## src/rtl/row_loader.sv

```systemverilog
// Feeds the row register file from the input-feature FIFO one row at a time,
// pulsing fullRow per completed row and waiting for each row to drain.
module row_loader #(
  parameter int DW = 64,
  parameter int RW = 8
) (
  input  logic          clk,
  input  logic          rst,
  input  logic          start,
  input  logic [2:0]    mode,
  input  logic [RW-1:0] rowsPerFrame,
  input  logic          fifoEmpty,
  input  logic [DW-1:0] fifoData,
  output logic          fifoRd,
  output logic          writeEn,
  output logic [1:0]    writeAddr,
  output logic [DW-1:0] writeData,
  output logic          fullRow,
  output logic          threeRowready,
  output logic          busy,
  output logic          done
);

  localparam logic [1:0] S_IDLE  = 2'd0;
  localparam logic [1:0] S_FETCH = 2'd1;
  localparam logic [1:0] S_DRAIN = 2'd2;
  localparam logic [1:0] S_DONE  = 2'd3;

  logic [1:0]    state;
  logic          half_row;
  logic [RW-1:0] rows_q;
  logic [RW-1:0] row_cnt;
  logic [2:0]    issued;
  logic [1:0]    drain_cnt;
  logic [2:0]    row_len;
  logic [1:0]    last_addr;
  logic          row_written;

  assign row_len     = half_row ? 3'd2 : 3'd4;
  assign last_addr   = half_row ? 2'd1 : 2'd3;
  assign row_written = writeEn && (writeAddr == last_addr);

  assign fifoRd    = (state == S_FETCH) && !fifoEmpty && (issued < row_len);
  assign writeData = fifoData;
  assign busy      = (state != S_IDLE);

  // The DRAIN state also covers the fullRow cycle, so it spans W cycles in total.
  always_ff @(posedge clk) begin
    if (rst) begin
      state         <= S_IDLE;
      half_row      <= 1'b0;
      rows_q        <= '0;
      row_cnt       <= '0;
      issued        <= '0;
      drain_cnt     <= '0;
      writeEn       <= 1'b0;
      writeAddr     <= '0;
      fullRow       <= 1'b0;
      threeRowready <= 1'b0;
      done          <= 1'b0;
    end else begin
      // NOTE: non-blocking assignments throughout; later assignments in this block override earlier defaults.
      writeEn <= fifoRd;
      fullRow <= 1'b0;
      done    <= 1'b0;

      if (fifoRd) begin
        writeAddr <= issued[1:0];
        issued    <= issued + 3'd1;
      end

      if (row_cnt == RW'(3)) threeRowready <= 1'b1;

      case (state)
        S_IDLE: begin
          if (start) begin
            half_row      <= (mode == 3'd1);
            rows_q        <= rowsPerFrame;
            row_cnt       <= '0;
            issued        <= '0;
            threeRowready <= 1'b0;
            if (rowsPerFrame == '0) begin
              state <= S_DONE;
              done  <= 1'b1;
            end else begin
              state <= S_FETCH;
            end
          end
        end
        S_FETCH: begin
          if (row_written) begin
            fullRow   <= 1'b1;
            drain_cnt <= '0;
            state     <= S_DRAIN;
            if (row_cnt != '1) row_cnt <= row_cnt + RW'(1);
          end
        end
        S_DRAIN: begin
          if (drain_cnt == last_addr) begin
            if (row_cnt == rows_q) begin
              state <= S_DONE;
              done  <= 1'b1;
            end else begin
              state  <= S_FETCH;
              issued <= '0;
            end
          end else begin
            drain_cnt <= drain_cnt + 2'd1;
          end
        end
        S_DONE:  state <= S_IDLE;
        default: state <= S_IDLE;
      endcase
    end
  end

endmodule

```

## config.mk

```make
export PLATFORM = sky130hd
export DESIGN_NAME = row_loader
export DESIGN_NICKNAME = d
export VERILOG_FILES = /design/src/rtl/row_loader.sv
export SDC_FILE = /design/constraint.sdc
export NUM_CORES = 1
export LEC_CHECK = 0
export ABC_AREA = 1
export CAP_MARGIN = 20
export CORE_UTILIZATION = 35
export DETAILED_ROUTE_END_ITERATION = 7
export PLACE_DENSITY = 0.87
export SYNTH_ARGS = -nofsm -noshare
export SYNTH_HDL_FRONTEND = slang
export SYNTH_SLANG_ARGS = --single-unit
```

## constraint.sdc

```tcl
create_clock -name clk -period 1.7 [get_ports clk]
set_input_delay 0.425 -clock clk [delete_from_list [all_inputs] [get_ports clk]]
set_output_delay 0.425 -clock clk [all_outputs]
set_load 0.05 [all_outputs]
```

==> results.cfg, run 1 <==
[sta]
whs_ns = 0.467
slew_violations = 0
clock.fmax_ghz = 0.593
setup_violations = 0
tns_ns = 0
tightestPinTransition_ns = 0.298
relSlewSlack = 0.800
layout_setup_ws_ns = 0.0139
hold_violations = 0
fin_skew_ns = 0.00410
finalCritPeriodShare = 0.992
min_period_ns = 1.69
rsz0062_at_grt = true

[logic_synthesis]
synth_area_mm2 = 0.00213
netlist.area_leader.share = 0.282
yosys_register_bits = 30
synth_top_cell_by_area = dfxtp_1
ys_warn_count = 0
synth.top_cells.by_count = 64 x buf_4, 62 x nand2_1, 41 x nor2_1
syn_nets = 404
synth_edf_count = 0
synth_cells = 322
synth_most_common_cell = buf_4
yosysSeqAreaShare = 0.282
avgSynthCellArea_um2 = 6.63
synth_ff_type = dfxtp_1
synth_cell_types = 27
async_flop_share = 0
ys_top_cells_by_area = dfxtp_1 28%, buf_4 23%, nand2_1 11%

[global_route]
grt_max_degree = 16
grt_util_all_layers = 0.146
grt_pass1_vias = 1722
antenna_found_initial = 0
grt_pass1_wl_um = 7320
overflow = 0

[drt]
drcViolationCount = 0
viasPerCell = 4.86
num_vias = 1807
route.antenna.remaining_nets = 0
first_pass_iters = 4
routedWlPerCell_um = 12.0
drt_iter0_drc = 55
routed_wl_um = 4450

[floorplanning]
die_y_um = 80.1
rows = 28
core_mm2 = 0.00589
die_w_um = 80.1
start_util = 0.362
ios = 151
die-area_mm2 = 0.00641

[setup_path]
r2r.worst_path.cells = 10
cp-end-kind = output port
reg2reg_slack_ns = 0.13
worstPathCellList = ha_4 -> nor3_4 -> nand2_2 -> inv_2 -> buf_12
timing.rr.end = issued[2]
critPathLaunchType = flip-flop
cp_max_fo = 2
r2r_start = half_row
crit_required_ns = 1.27
arrival_ns = 1.26
cp_slowest_cell = dfxtp_2
critPathMaxStageDelay_ns = 0.34
worstSetupPathType = flip-flop to output port

[clocking]
cts_buffer_depth = 2
numCtsBuffers = 5
clock-root-buffer = clkbuf_8
clk_pin_slew_ns = 0.06
ctsHoldBuffers = 0
tritoncts = yes
cts.sinks = 30
htree_num_levels = 2
clkLatencyLatePin_ns = 0.28

[placement]
detailed_place_hpwl_um = 3280
pre_cts_ws_ns = -0.0635
port_buffers = 22
gp_congestion = 0.874

[layout]
post-route-util = 0.371
diodes = 0
areaGrowthSynthToFinish_pct = 2.35
layout-drive-gt1-share = 0.172
nNetsFinal = 379

[pwr]
seq_power_share = 0.342
switching_share = 0.415
vdd_drop_max_mv = 1.28
power.internal_mw = 1.59
combPwrFrac = 0.460
p_per_area_mw_per_mm2 = 1250
p_leak_nw = 0.953
power_frac_clock = 0.198
p_sw_mw = 1.13

[hold_path]
hold_end = rows_q[6]
hold_depth = 2
hp-class = flip-flop to flip-flop
min_from = rows_q[6]

[run_status]
status = complete, no violations

[run]
drv_cap = 0
[cell type report]
class,count,area [µm²]
tap,75,93.8
sequential,30,604
timing repair buffer,37,362
fill,613,3700
clock buffer,7,76.3
inverter,38,143
multi-input combinational,185,905
[power groups by stage]
stage | logic [mW] | clock network (mW) | registers [mW]
after floorplan | 1.17 | 0 | 0.947
after global placement | 1.13 | 0 | 0.922
after detailed placement | 1.18 | 0 | 0.930
after CTS | 1.22 | 0.540 | 0.919
after global routing | 1.39 | 0.573 | 0.940
final | 1.25 | 0.540 | 0.931
[per-stage QoR]
stage | cells | instance area [µm²] | total power, mW
final | 372 | 2180 | 2.72
after global routing | 372 | 2180 | 2.90
after CTS | 371 | 2150 | 2.68
after detailed placement | 362 | 2050 | 2.10
after global placement | 362 | 2050 | 2.05
after floorplan | 322 | 2130 | 2.12
[cells by family (layout without fill, tap and decap cells)]
| logic type | count (synthesis) | count (layout) | share of synthesized area |
|---|---|---|---|
| AND/OR/NAND/NOR | 147 | 147 | 0.303 |
| buffers and inverters | 107 | 82 | 0.308 |
| AO/OA/AOI/OAI | 33 | 33 | 0.0815 |
| flip-flops | 30 | 30 | 0.282 |
| adder cells (fa/ha/maj) | 3 | 3 | 0.0176 |
| XOR/XNOR | 2 | 2 | 0.00821 |
[layout by cell type, fill, tap and decap left out, types with 3 or more instances in the layout]
cell / count
inv_1: 32
buf_4: 19
o21ai_0: 12
a21oi_1: 16
dfxtp_1: 27
nand4_1: 5
nand2_1: 61
buf_12: 4
nor2_2: 3
inv_2: 6
nand2_2: 5
nor2_1: 41
nand3_1: 21
dfxtp_2: 3
clkdlybuf4s50_1: 13
clkbuf_8: 5
nor3_1: 3
[worst max-delay path by stage]
stage / from / endpoint / slack, ns / cells past startpoint
after floorplan: half_row / fifoRd / 0.10 / 4
after global placement: fifoEmpty / fifoRd / -0.06 / 5
after detailed placement: fifoEmpty / fifoRd / -0.06 / 5
after CTS: state[1] / fifoRd / 0.005 / 6
after global routing: issued[2] / fifoRd / -0.05 / 5
final: half_row / fifoRd / 0.01 / 5
[worst max-delay path, delay by kind of cell, from the launching register on]
family / cells / cell delay [ns]
simple gates: 2 / 0.27
fa+ha+maj: 1 / 0.16
buf+inv: 2 / 0.21
flops: 1 / 0.34
[flip-flops by register name, indices dropped and copies added, names as in the netlist, 2 cells and up]
register   cells
rows_q         8
state          2
writeAddr      2
issued         3
row_cnt        8
drain_cnt      2
[timing repair]
action	4_1_cts	5_1_grt
setup endpoints to repair	1	6
buffers inserted	2	1
pin swaps	1	2
gates resized for setup	7	6
[layer usage]
layer  vias to the layer above  GRT usage  share of wire
met4                         0     0.0964          0.034
met2                        67      0.250           0.49
met5                         -          0              0
met1                       817      0.153           0.41
met3                        29     0.0443          0.067
li1                        894          -              -
Power figures use the tool's default switching activity.
==> run 2: changes to the inputs <==
--- a/config.mk
+++ b/config.mk
@@ -7,6 +7,7 @@
 export LEC_CHECK = 0
 export ABC_AREA = 1
 export CAP_MARGIN = 20
+export CORE_MARGIN = 4
 export CORE_UTILIZATION = 35
 export DETAILED_ROUTE_END_ITERATION = 7
 export PLACE_DENSITY = 0.87
==> results.cfg, run 2 (synthesized netlist as in run 1, its figures left out) <==
[run_status]
status = complete, no violations

[setup_path]
crit_start = issued[2]
worstSetupPathType = flip-flop to output port
arrival_ns = 1.26
worstPathCellList = ha_2 -> o21ai_2 -> nand2_2 -> inv_2 -> buf_12
critPathLaunchType = flip-flop
crit_required_ns = 1.27
cp_max_fo = 3
r2r_start = half_row
cp-end-kind = output port
cp_slowest_cell = dfxtp_2
critPathMaxStageDelay_ns = 0.33

[pwr]
power_frac_clock = 0.206
switching_share = 0.404
vdd_drop_max_mv = 1.15
p_per_area_mw_per_mm2 = 1260
seq_power_share = 0.336
p_leak_nw = 0.964
finalPower_mw = 2.75
p_sw_mw = 1.11
power.internal_mw = 1.64
combPwrFrac = 0.458

[drt]
viasPerCell = 4.80
first_pass_iters = 4
routed_wl_um = 4270
drcViolationCount = 0
num_vias = 1781
drt_iter0_drc = 63
routedWlPerCell_um = 11.5
route.antenna.remaining_nets = 0

[layout]
diodes = 0
instances_no_fill = 371
fillers = 575
multiInputGateArea_um2 = 888
nNetsFinal = 379
register_area_um2 = 604
final_common_cell = nand2_1
top_regs = row_cnt x8, rows_q x8, issued x3
layout-drive-gt1-share = 0.176
final_cell_mix = 61 x nand2_1, 41 x nor2_1, 32 x inv_1
post-route-util = 0.369
areaGrowthSynthToFinish_pct = 2.46

[sta]
rsz0062_at_grt = true
tightestPinTransition_ns = 0.283
fin_skew_ns = 0.00545
finalCritPeriodShare = 0.989
slew_violations = 0
min_period_ns = 1.68
hold_violations = 0
relSlewSlack = 0.811
whs_ns = 0.464
setup_violations = 0
clock.fmax_ghz = 0.595
tns_ns = 0

[hold_path]
hp-class = flip-flop to flip-flop
min_from = rows_q[5]

[floorplanning]
rows = 28
die-area_mm2 = 0.00741
start_util = 0.360
die_y_um = 86.1
die_w_um = 86.1
core_mm2 = 0.00592
ios = 151

[global_route]
overflow = 0
antenna_found_initial = 0
grt_max_degree = 14
grt_util_all_layers = 0.116
grt_pass1_vias = 1707
grt_pass1_wl_um = 7020

[clocking]
clkLatencyLatePin_ns = 0.29
clock-root-buffer = clkbuf_8
cts.sinks = 30
htree_num_levels = 2
cts_buffer_depth = 2
ctsHoldBuffers = 0
numCtsBuffers = 5
tritoncts = yes
clk_pin_slew_ns = 0.06

[placement]
dp_cells = 362
gp_congestion = 0.851
detailed_place_hpwl_um = 3130
port_buffers = 22

[run]
drv_cap = 0
[run 2: through the flow]
| stage | instance area, µm² | setup slack [ns] |
|---|---|---|
| final | 2190 | 0.0188 |
| after global routing | 2190 | -0.0282 |
| after detailed placement | 2060 | -0.0795 |
| after CTS | 2180 | 0.00341 |
| after floorplan | 2130 | 0.100 |
| after global placement | 2060 | -0.0608 |
[run 2: repair_timing]
action,4_1_cts,5_1_grt
hold endpoints to repair,0,0
buffers inserted,3,0
resized for setup,9,2
pin swaps,2,0
cloned,0,0
endpoints found under the setup margin,1,4
[run 2: worst paths after layout]
path,to,slack [ns],depth (start not counted)
setup / recovery,fifoRd,0.02,5
hold / removal,rows_q[5],0.46,2
hold reg to reg,rows_q[5],0.46,2
setup reg to reg,issued[2],0.14,10
[run 2: worst max-delay path: cells and delay by family, from the launching register on]
family / cells / cell delay (ns)
DFF: 1 / 0.33
adders and majority gates: 1 / 0.33
buffers and inverters: 2 / 0.19
and+or+nand+nor: 1 / 0.07
AOI/OAI and AO/OA: 1 / 0.06
[run 2: power groups by stage]
stage,clock network (mW),registers [mW],logic (mW)
after global placement,0,0.925,1.15
final,0.567,0.923,1.26
after detailed placement,0,0.929,1.19
after floorplan,0,0.947,1.17
after global routing,0.600,0.943,1.39
after CTS,0.569,0.920,1.24
[run 2: area by class of cell]
type,instances,area share
Multi-Input combinational cell,185,0.406
Sequential cell,30,0.276
Timing Repair Buffer,37,0.171
Inverter,38,0.0653
Tap cell,75,0.0429
Clock buffer,6,0.0378
[run 2: per-layer routing]
| metal | part of all wire | global-route usage |
|---|---|---|
| met2 | 0.50 | 0.192 |
| met1 | 0.39 | 0.126 |
| met5 | 0 | 0 |
| met3 | 0.082 | 0.0394 |
| met4 | 0.028 | 0.0748 |
==> run 3: changes to the inputs <==
--- a/config.mk
+++ b/config.mk
@@ -11,6 +11,7 @@
 export CORE_UTILIZATION = 35
 export DETAILED_ROUTE_END_ITERATION = 7
 export PLACE_DENSITY = 0.87
+export SETUP_SLACK_MARGIN = 0.3
 export SYNTH_ARGS = -nofsm -noshare
 export SYNTH_HDL_FRONTEND = slang
 export SYNTH_SLANG_ARGS = --single-unit
==> constraint.sdc (replaced) <==
create_clock -name clk -period 1.7 [get_ports clk]
set_input_delay 0.51 -clock clk [delete_from_list [all_inputs] [get_ports clk]]
set_output_delay 0.51 -clock clk [all_outputs]
set_load 0.05 [all_outputs]
==> results.cfg, run 3 (synthesized netlist as in run 1, its figures left out) <==
[run_status]
status = complete, but fails checks
violations = negative setup slack

[clocking]
clkLatencyLatePin_ns = 0.29
clk_pin_slew_ns = 0.06
cts_buffer_depth = 2
tritoncts = yes
numCtsBuffers = 5
cts.sinks = 30
htree_num_levels = 2
ctsHoldBuffers = 0
clock-root-buffer = clkbuf_8

[placement]
dp_cells = 372
dpl_cell_area_mm2 = 0.00220
detailed_place_hpwl_um = 3410
port_buffers = 22
gp_congestion = 0.906

[sta]
tns_ns = -0.110
clock.fmax_ghz = 0.552
slew_violations = 0
hold_violations = 0
rsz0062_at_grt = true
layout_setup_ws_ns = -0.110
whs_ns = 0.470
setup_violations = 1
min_period_ns = 1.81
finalCritPeriodShare = 1.06
fin_skew_ns = 0.00461
tightestPinTransition_ns = 0.312
relSlewSlack = 0.791

[global_route]
overflow = 0
grt_pass1_wl_um = 7740
grt_pass1_vias = 1817
grt_max_degree = 14
grt_util_all_layers = 0.129
antenna_found_initial = 0

[drt]
drcViolationCount = 0
viasPerCell = 4.87
drt_iter0_drc = 96
routedWlPerCell_um = 13.0
route.antenna.remaining_nets = 0
routed_wl_um = 5080
first_pass_iters = 4
num_vias = 1901

[run]
drv_cap = 0

[setup_path]
arrival_ns = 1.30
r2r_start = half_row
critPathLaunchType = flip-flop
cp_slowest_cell = dfxtp_4
worstPathCellList = ha_4 -> o21ai_2 -> nand2_2 -> clkinvlp_4 -> buf_12
reg2reg_slack_ns = 0.14
cp-end-kind = output port
critPathMaxStageDelay_ns = 0.35
cp_max_fo = 2
worstSetupPathType = flip-flop to output port
crit_required_ns = 1.19
timing.rr.end = writeAddr[0]
r2r.worst_path.cells = 9

[layout]
instances_no_fill = 390
diodes = 0
layout-drive-gt1-share = 0.343
final_common_cell = nand2_1
post-route-util = 0.441
areaGrowthSynthToFinish_pct = 22.3
fillers = 535
register_area_um2 = 618
final_cell_mix = 54 x nand2_1, 34 x nor2_1, 31 x inv_1
top_regs = row_cnt x8, rows_q x8, issued x3
stdcell_area_mm2 = 0.00261
nNetsFinal = 396
multiInputGateArea_mm2 = 0.00105

[floorplanning]
start_util = 0.360
die_y_um = 86.1
rows = 28
die_w_um = 86.1
die-area_mm2 = 0.00741
ios = 151
core_mm2 = 0.00592

[pwr]
combPwrFrac = 0.464
vdd_drop_max_mv = 1.12
p_sw_mw = 1.32
p_per_area_mw_per_mm2 = 1340
power.internal_mw = 2.18
switching_share = 0.377
p_leak_nw = 1.11
power_frac_clock = 0.260
seq_power_share = 0.277

[hold_path]
hold_depth = 2
hold_end = rows_q[6]
hp-class = flip-flop to flip-flop
min_from = rows_q[6]
==> run 3: cell count changes in the layout (fill, tap and decap cells not counted), moves of 7 or more <==
cell,delta
nand2_1,-7
nor2_1,-7
buf_4,+9
nand3_1,-7
dfxtp_1,-7
nand3_2,+7
==> run 3: how the worst max path moves through the flow <==
stage / from / end / slack (ns) / cells after the start
2_1_floorplan: half_row / fifoRd / 0.15 / 4
3_3_place_gp: fifoEmpty / fifoRd / -0.23 / 5
3_5_place_dp: fifoEmpty / fifoRd / -0.23 / 5
4_1_cts: half_row / fifoRd / -0.11 / 5
5_1_grt: issued[2] / fifoRd / -0.16 / 5
6_report: half_row / fifoRd / -0.11 / 5
==> run 3: repair_timing <==
action                                  in CTS  in global routing
pin swaps                                   21                 10
cloned                                       1                  0
buffers inserted                             8                  1
gates resized for setup                     30                 33
endpoints found under the setup margin      14                 22
==> run 3: layout make-up <==
| type | count | area share |
|---|---|---|
| Sequential cell | 30 | 0.237 |
| Clock inverter | 2 | 0.0230 |
| Tap cell | 75 | 0.0360 |
| Multi-Input combinational cell | 185 | 0.401 |
| Timing Repair Buffer | 54 | 0.214 |
| Clock buffer | 6 | 0.0316 |
| Inverter | 38 | 0.0580 |
==> run 3: worst max-delay path, delay by kind of cell, from the launching register on <==
| kind | cells | cell delay, ns |
|---|---|---|
| compound gates | 1 | 0.05 |
| fa+ha+maj | 1 | 0.25 |
| buf+inv | 2 | 0.27 |
| flops | 1 | 0.35 |
| simple gates | 1 | 0.09 |
==> run 3: metrics by stage <==
stage	worst slack (ns)	total power [mW]
2_1_floorplan	0.146	2.14
3_3_place_gp	-0.232	2.17
3_5_place_dp	-0.227	2.22
4_1_cts	-0.114	3.36
5_1_grt	-0.160	3.69
6_report	-0.110	3.50
==> run 3: power by group through the flow <==
stage	Clock [mW]	Combinational, mW	Sequential [mW]
detailed placement	0	1.28	0.944
floorplan	0	1.18	0.955
global placement	0	1.23	0.935
CTS	0.919	1.49	0.952
finish	0.908	1.62	0.969
global route	0.946	1.76	0.981
==> run 3: routing by layer <==
metal  routed length [µm]  GRT usage  vias up
met5                    0          0        -
met2                 2560      0.220       82
met1                 2040      0.141      865
met3                  371     0.0384       17
li1                     -          -      937
met4                  116     0.0734        0
